--- config.mk ---
export PLATFORM = sky130hd
export DESIGN_NAME = apb_window_watchdog_mc
export DESIGN_NICKNAME = d
export VERILOG_FILES = /design/src/rtl/apb_window_watchdog_mc.sv
export SDC_FILE = /design/constraint.sdc
export NUM_CORES = 1
export LEC_CHECK = 0
export CORE_ASPECT_RATIO = 0.8
export CORE_MARGIN = 2
export CORE_UTILIZATION = 45
export CTS_CLUSTER_DIAMETER = 40
export DETAILED_ROUTE_END_ITERATION = 10
export GPL_TIMING_DRIVEN = 0
export PLACE_DENSITY_LB_ADDON = 0.1
export SETUP_SLACK_MARGIN = 0.15
export SLEW_MARGIN = 20
export SYNTH_ARGS = -nofsm -noshare
export SYNTH_HDL_FRONTEND = slang
export SYNTH_SLANG_ARGS = --single-unit
--- constraint.sdc ---
create_clock -name PCLK -period 3.8 [get_ports PCLK]
set_clock_uncertainty 0.15 [all_clocks]
set_input_delay 0.76 -clock PCLK [delete_from_list [all_inputs] [get_ports PCLK]]
set_output_delay 0.76 -clock PCLK [all_outputs]
set_load 0.005 [all_outputs]
--- src/rtl/apb_window_watchdog_mc.sv ---
// Multi-channel APB watchdog with windowed kick detection.
// One channel instance per watchdog; the top decodes APB, holds the lock and muxes reads.

module apb_window_watchdog_mc_ch #(
    parameter int CNT_W = 32
) (
    input  logic             i_clk,
    input  logic             i_rst_n,
    input  logic             i_tick,
    input  logic             i_wr_load,
    input  logic             i_wr_ctrl,
    input  logic             i_wr_kick,
    input  logic             i_wr_win,
    input  logic [31:0]      i_wdata,
    output logic [CNT_W-1:0] o_load,
    output logic [CNT_W-1:0] o_value,
    output logic [CNT_W-1:0] o_window,
    output logic [2:0]       o_ctrl,
    output logic [1:0]       o_ris,
    output logic             o_int,
    output logic             o_res
);
    logic [CNT_W-1:0] r_load, r_value, r_window;
    logic [2:0]       r_ctrl;
    logic [1:0]       r_ris;
    logic             r_res;
    logic [CNT_W-1:0] w_wd;
    logic             w_early, w_kick, w_en_on, w_en_off, w_count;

    assign w_wd     = i_wdata[CNT_W-1:0];
    assign w_early  = i_wr_kick & r_ctrl[2] & (r_value > r_window);
    assign w_kick   = i_wr_kick & ~w_early;
    assign w_en_on  = i_wr_ctrl & ~r_ctrl[0] & i_wdata[0];
    assign w_en_off = i_wr_ctrl & r_ctrl[0] & ~i_wdata[0];
    assign w_count  = i_tick & r_ctrl[0];

    always_ff @(posedge i_clk or negedge i_rst_n) begin
        if (!i_rst_n) begin
            r_load   <= '1;
            r_value  <= '1;
            r_window <= '0;
            r_ctrl   <= '0;
            r_ris    <= '0;
            r_res    <= 1'b0;
        end else begin
            if (i_wr_load) r_load   <= w_wd;
            if (i_wr_win)  r_window <= w_wd;
            if (i_wr_ctrl) r_ctrl   <= i_wdata[2:0];
            // Register writes and normal kicks take priority over a same-cycle tick.
            if (i_wr_load) begin
                r_value <= w_wd;
            end else if (w_kick) begin
                r_value  <= r_load;
                r_ris[0] <= 1'b0;
            end else if (w_en_on) begin
                r_value <= r_load;
            end else if (w_en_off) begin
                r_ris[0] <= 1'b0;
            end else if (w_count) begin
                if (r_value != '0) begin
                    r_value <= r_value - CNT_W'(1);
                end else begin
                    r_value <= r_load;
                    if (!r_ris[0])     r_ris[0] <= 1'b1;
                    else if (r_ctrl[1]) r_res   <= 1'b1;
                end
            end
            if (w_early) begin
                r_ris[1] <= 1'b1;
                if (r_ctrl[1]) r_res <= 1'b1;
            end
        end
    end

    assign o_load   = r_load;
    assign o_value  = r_value;
    assign o_window = r_window;
    assign o_ctrl   = r_ctrl;
    assign o_ris    = r_ris;
    // RIS[0] can only be set while INTEN=1 and clears when INTEN drops, so it is already masked.
    assign o_int    = r_ris[0];
    assign o_res    = r_res;
endmodule

module apb_window_watchdog_mc #(
    parameter int NUM_CH = 2,
    parameter int CNT_W  = 32
) (
    input  logic              PCLK,
    input  logic              PRESETn,
    input  logic              PSEL,
    input  logic              PENABLE,
    input  logic [11:2]       PADDR,
    input  logic              PWRITE,
    input  logic [31:0]       PWDATA,
    input  logic              WDOGCLKEN,
    input  logic [3:0]        ECOREVNUM,
    output logic [31:0]       PRDATA,
    output logic              PREADY,
    output logic              PSLVERR,
    output logic              WDOGINT,
    output logic              WDOGRES,
    output logic [NUM_CH-1:0] WDOGINT_CH,
    output logic [NUM_CH-1:0] WDOGRES_CH
);
    localparam logic [9:0]  A_LOCK = 10'h300;
    localparam logic [9:0]  A_ECO  = 10'h3FA;
    localparam logic [31:0] KEY    = 32'h1ACCE551;
    localparam logic [6:0]  NCH    = 7'(NUM_CH);

    logic                         r_locked;
    logic [6:0]                   w_ch;
    logic [2:0]                   w_off;
    logic                         w_ch_hit, w_map, w_wr, w_cwr;
    logic [31:0]                  w_rdata;
    logic [NUM_CH-1:0][CNT_W-1:0] w_load, w_value, w_window;
    logic [NUM_CH-1:0][2:0]       w_ctrl;
    logic [NUM_CH-1:0][1:0]       w_ris;

    assign w_ch     = PADDR[11:5];
    assign w_off    = PADDR[4:2];
    assign w_ch_hit = (PADDR < A_LOCK) & (w_ch < NCH);
    assign w_map    = (w_ch_hit & (w_off != 3'd7)) | (PADDR == A_LOCK) | (PADDR == A_ECO);
    assign w_wr     = PSEL & PENABLE & PWRITE;
    assign w_cwr    = w_wr & w_ch_hit & ~r_locked;

    always_ff @(posedge PCLK or negedge PRESETn) begin
        if (!PRESETn)                   r_locked <= 1'b0;
        else if (w_wr && PADDR == A_LOCK) r_locked <= (PWDATA != KEY);
    end

    for (genvar gc = 0; gc < NUM_CH; gc++) begin : g_ch
        logic w_sel;
        assign w_sel = w_cwr & (w_ch == 7'(gc));
        apb_window_watchdog_mc_ch #(.CNT_W(CNT_W)) u_ch (
            .i_clk     (PCLK),
            .i_rst_n   (PRESETn),
            .i_tick    (WDOGCLKEN),
            .i_wr_load (w_sel & (w_off == 3'd0)),
            .i_wr_ctrl (w_sel & (w_off == 3'd2)),
            .i_wr_kick (w_sel & (w_off == 3'd3)),
            .i_wr_win  (w_sel & (w_off == 3'd6)),
            .i_wdata   (PWDATA),
            .o_load    (w_load[gc]),
            .o_value   (w_value[gc]),
            .o_window  (w_window[gc]),
            .o_ctrl    (w_ctrl[gc]),
            .o_ris     (w_ris[gc]),
            .o_int     (WDOGINT_CH[gc]),
            .o_res     (WDOGRES_CH[gc])
        );
    end

    always_comb begin
        w_rdata = '0;
        if (PADDR == A_LOCK) begin
            w_rdata = {31'b0, r_locked};
        end else if (PADDR == A_ECO) begin
            w_rdata = {28'b0, ECOREVNUM};
        end else if (w_ch_hit) begin
            for (int c = 0; c < NUM_CH; c++) begin
                if (w_ch == 7'(c)) begin
                    case (w_off)
                        3'd0:    w_rdata = 32'(w_load[c]);
                        3'd1:    w_rdata = 32'(w_value[c]);
                        3'd2:    w_rdata = {29'b0, w_ctrl[c]};
                        3'd4:    w_rdata = {30'b0, w_ris[c]};
                        3'd5:    w_rdata = {31'b0, w_ris[c][0] & w_ctrl[c][0]};
                        3'd6:    w_rdata = 32'(w_window[c]);
                        default: w_rdata = '0;
                    endcase
                end
            end
        end
    end

    assign PRDATA  = (PSEL & ~PWRITE) ? w_rdata : 32'b0;
    assign PREADY  = 1'b1;
    assign PSLVERR = PSEL & PENABLE & ~w_map;
    assign WDOGINT = |WDOGINT_CH;
    assign WDOGRES = |WDOGRES_CH;
endmodule
After elaboration in Yosys (flattened, before gate mapping) --
Cells that the tools add are included.
Storage, ports and cells: word-level logic and storage cells 151, register bits after elaboration 205, input bits 52, output and inout bits 40
Operators by class: bitwise operators 48, mux-type cells 50, reductions and logical operators 15, equality and inequality tests 17, $lt $le $gt $ge 4, add/sub/neg operators 2
Operators by type and width (count):
- 32-bit two-way mux | 18
- 32-bit one-hot mux with 6 select lines | 2
- 32-bit greater-than comparator | 2
- 32-bit nonzero test | 2
- 32-bit by 1-bit subtractor with 32-bit output (second input constant) | 2
- 1-bit bitwise AND | 36
- 32-bit by 29-bit != test with 1-bit output (second input constant) | 1
- 1-bit two-way mux | 30
- 10-bit == test (second input constant) | 2
- 10-bit less-than comparator (second input constant) | 1
- 1-bit inverter | 10
- 3-bit == test (second input constant) | 3
- 4-bit by 1-bit != test with 1-bit output (second input constant) | 2
- 4-bit AND reduction | 2
- 4-bit nonzero test | 2
- 7-bit by 1-bit == test with 1-bit output (second input constant) | 1
- 7-bit logical NOT | 1
- 7-bit by 2-bit less-than comparator with 1-bit output (second input constant) | 1
- 3-bit by 2-bit == test with 1-bit output (second input constant) | 2
- 3-bit by 1-bit != test with 1-bit output (second input constant) | 2
- 3-bit nonzero test | 2
- 2-bit by 1-bit != test with 1-bit output (second input constant) | 2
- 2-bit AND reduction | 2
- 2-bit OR reduction | 2
- other kinds (5) | 6

Longest topological paths before layout --
Gate-level depths: netlist (run 1).
depth after elaboration 14, depth in mapped cells 12, mapped depth without buffers 10

Modules after synthesis --
From an unflattened synthesis (run 1), not the netlist that was laid out.
Second synthesis, totals: cell total of the unflattened synthesis 1594, area, all modules 14056.0 um2
By module, submodules not included:
- apb_window_watchdog_mc_ch (g_ch[1].u_ch) | times used 1, cells an instance 654, sequential area each 2632.5 um2, area each 5939.4 um2
- apb_window_watchdog_mc_ch (g_ch[0].u_ch) | times used 1, cells an instance 655, sequential area each 2632.5 um2, area each 5895.7 um2
- apb_window_watchdog_mc | times used 1, cells an instance 285, sequential area each 25.0 um2, area each 2220.9 um2

Least setup slack after synthesis (run 1) --
Ideal clock, no wire load.
path kind input-to-output, from in PADDR[4] in the netlist's numbering, to out PRDATA[11], slack 0.304 ns, buffers on the path 2, arrival time 2.586 ns, stages 9, data required time 2.890 ns, cell sequence clkbuf_1 nor2_1 nand2_1 nor3_1 or2_2 inv_1 nand2_1 clkbuf_1 a211oi_1
On the way: longest elaborated chain between the ends 8, elaborated cells between the ends (all ways) 18, those cells by class order compare: 1; eq/ne: 7; mux: 8; bitwise: 1; reduce/logical: 1
RTL lines:
- from (decl) | line 93 | input logic [11:2] PADDR,
- parallel branches: the longest is 6 deep, another holds 10-bit less-than comparator
- 32-bit two-way mux * | line 156 | if (PADDR == A_LOCK) begin
- 32-bit two-way mux * | line 177 | assign PRDATA = (PSEL & ~PWRITE) ? w_rdata : 32'b0;
- to (decl) | line 98 | output logic [31:0] PRDATA,
Every way passes the cells marked *.

Worst setup path after layout (run 1) --
from in PADDR[2] in the netlist's numbering, to out PRDATA[11]
Same word-level chain as after synthesis.

==> qor.yml, run 1 <==
yosys:
  syn_inst: 1749
  ys_seq_elements: 205
  yosysSeqAreaShare: 0.375
  synth_top_area_frac: 0.238
  synth_common_cells: "371 x nand2_1, 196 x o21ai_0, 128 x dfstp_2"
  synth_top_cell_by_area: "dfstp_2"
  synthTopCellsByArea: "dfstp_2 24%, dfrtp_1 14%, nand2_1 9.9%"
  ys_warn_count: 0
  synthArstFlopShare: 1.00
  synth_ff_type: "dfstp_2"
  synth.avg_cell_area_um2: 8.07
  ys_types: 81
  synth_edf_count: 0
  synth_nets: 1869
  yosysMostFrequentCell: "nand2_1"
  synth_area_um2: 14100
detailed_routing:
  ant_nets: 0
  vias: 15600
  viasPerCell: 6.59
  routedWlPerCell_um: 26.9
  drcViolationCount: 0
  routed_wl_um: 63800
  drt-pass1-iter-count: 6
  drt_iter0_drc: 1845
place:
  hpwl_um: 46400
  gp_congestion: 1.01
  port_buffers: 86
timing:
  max_freq_mhz: 272
  fin_tns_setup_ns: 0
  hold_viol: 0
  timing.slew.headroom: 0.301
  setup_viol: 0
  worstMarginPinSlew_ns: 1.05
  fin_crit_sh: 0.967
  report.final.slew_viol_count: 0
  rsz0062_at_grt: "true"
  period_needed_ns: 3.67
layout:
  fillCellCount: 2700
  fin_nets: 2045
  drive_gt1_frac: 0.227
  syn2layout_area_growth_pct: 30.1
  fin_util: 0.600
setup_path:
  ff2ff_path_depth: 8
  endpoint: "PRDATA[11]"
  critPathArrivalTime_ns: 2.76
  crit_type: "in2out"
  cp-startpoint: "PADDR[2]"
  startpoint_type: "input pin"
  r2r_slack_ns: 0.19
  rr_endpoint: "g_ch[0].u_ch.o_value[29]"
  crit_path_max_fanout: 10
  end_kind: "output port"
  cp_data_required_time_ns: 2.89
  reg2reg_from: "g_ch[0].u_ch.o_value[2]"
pwr:
  p_leak_nw: 7.92
  p_total_mw: 7.30
  powerDensity_nw_per_um2: 398
  vdd_drop_max_mv: 0.314
cts:
  cts_tree: "yes"
  cts.path.max_buffers: 3
  clkTransAtPathRegs_ns: 0.04
  cts.htree.levels: 2
  numCtsBuffers: 43
  cts-root-buf: "clkbuf_16"
  clkLatencyLatePin_ns: 0.55
  cts_hold_buf: 0
  clock-sinks: 205
run_status:
  outcome: "completed"
floorplan:
  placement_rows: 57
  initial_core_util: 0.461
  die_x_um: 202
  dieHeight_um: 162
  die_area_um2: 32800
  core_um2: 30600
  ios: 92
global_route:
  grt_max_degree: 81
  gr-usage-all-layers: 0.387
  antenna_found_initial: 0
  grt_overflow: 0
  grt_pass1_vias: 14900
  grt_pass1_wl_um: 95200
run:
  maxCapViolCount: 0
min_path:
  hp-class: "in2async"
## repair_timing
action                                  4_1_cts  5_1_grt
resized for setup                           215       94
endpoints found under the setup margin      144       91
pin swaps                                    16       22
cloned                                        1        0
endpoints found under the hold margin         0        0
setup buffers                                21       19
## how the worst min path moves through the flow
stage / from / cells after the start / end / slack [ns]
floorplan: g_ch[1].u_ch.o_ris[1] / 1 / g_ch[1].u_ch.o_ris[1] / 0.28
global placement: g_ch[1].u_ch.o_ris[1] / 1 / g_ch[1].u_ch.o_ris[1] / 0.30
detailed placement: g_ch[1].u_ch.o_ris[1] / 1 / g_ch[1].u_ch.o_ris[1] / 0.30
CTS: PRESETn / 1 / g_ch[1].u_ch.o_window[15] / 0.02
global route: PRESETn / 1 / g_ch[1].u_ch.o_window[15] / 0.03
finish: PRESETn / 1 / g_ch[1].u_ch.o_window[15] / 0.002
## metal layers
layer  track usage  part of all wire  wire length, um  vias up
met3        0.0974              0.13             8260      161
met1         0.571              0.43            27400     7569
li1              -                 -                -     6804
met2         0.543              0.40            25700     1104
met4         0.145             0.038             2440        0
met5             0                 0                0        -
## registers in the layout (all words and copies together), names as in the netlist
| name | count |
|---|---|
| r_locked | 1 |
| g_ch.u_ch.o_ris | 4 |
| g_ch.u_ch.o_res | 2 |
| g_ch.u_ch.o_load | 64 |
| g_ch.u_ch.o_ctrl | 6 |
| g_ch.u_ch.o_value | 64 |
| g_ch.u_ch.o_window | 64 |
## cells in the final DEF, fill, tap and decap left out, types with 12 or more instances in the layout
master,n
nand2_1,366
o21ai_0,191
dfstp_2,128
nor2_1,87
inv_1,79
dfrtp_1,77
a21oi_1,72
ha_1,68
clkbuf_1,51
clkbuf_16,48
nor3_1,48
buf_4,46
clkdlybuf4s50_1,46
a221oi_1,40
nand3_1,36
clkbuf_2,32
nand4_1,28
a221oi_2,24
nor4_1,22
o211ai_1,18
o2bb2ai_1,16
dlygate4sd2_1,16
clkbuf_4,15
a31oi_1,15
and2_1,14
a22oi_1,14
a211oi_2,14
clkbuf_8,13
o22ai_1,13
or3_1,12
## through the flow
step	worst slack [ns]	instances	area [um2]	hold slack (ns)
final	0.127	2373	18400	0.00153
after global routing	0.0356	2372	18400	0.0335
after CTS	0.0225	2353	18100	0.0206
after detailed placement	-1.69	2252	15600	0.300
after global placement	-7.34	2248	15500	0.303
after floorplan	0.304	1749	14100	0.279
## worst max-delay path: stages
cell and delay [ns]:
clkbuf_4 0.19, clkinv_4 0.13, clkbuf_2 0.41, buf_1 0.54, a221oi_1 0.23, a211oi_4 0.32, clkbuf_2 0.17
## final cells by class
type	instances	area (um2)	area share
plain buffers	115	702	0.0382
flip-flops and latches	205	5290	0.288
repair buffers	131	1240	0.0677
multi-input cells	1349	8760	0.477
well taps	413	517	0.0282
inverters	80	305	0.0166
clock buffers	60	1270	0.0693
clock inverters	19	265	0.0145
diodes	1	2.50	0.000136
## power by group
group	total (mW)	switching [mW]	internal, mW
Clock	4.04	1.31	2.73
Combinational	0.847	0.548	0.299
Sequential	2.41	0.109	2.30
Total	7.30	1.97	5.33
## cell families (layout without fill, tap and decap cells)
logic type               count (synthesis)  after routing  synth area share
flip-flops                             205            205             0.375
multiplexers                            17             17            0.0137
AND/OR/NAND/NOR                        707            707             0.232
AO/OA/AOI/OAI                          540            540             0.253
adder cells (fa/ha/maj)                 68             68            0.0603
other                                    1              2          0.000266
buffers and inverters                  195            405            0.0552
XOR/XNOR                                16             16           0.00993
No activity file was read; power rests on OpenSTA's default activity.
==> run 2, diff against run 1 <==
Settings changed: ABC_CLOCK_PERIOD_IN_PS set to 3800.
==> results of run 2 <==
Same layout as run 1: the final DEF is identical, and so are final timing and power.
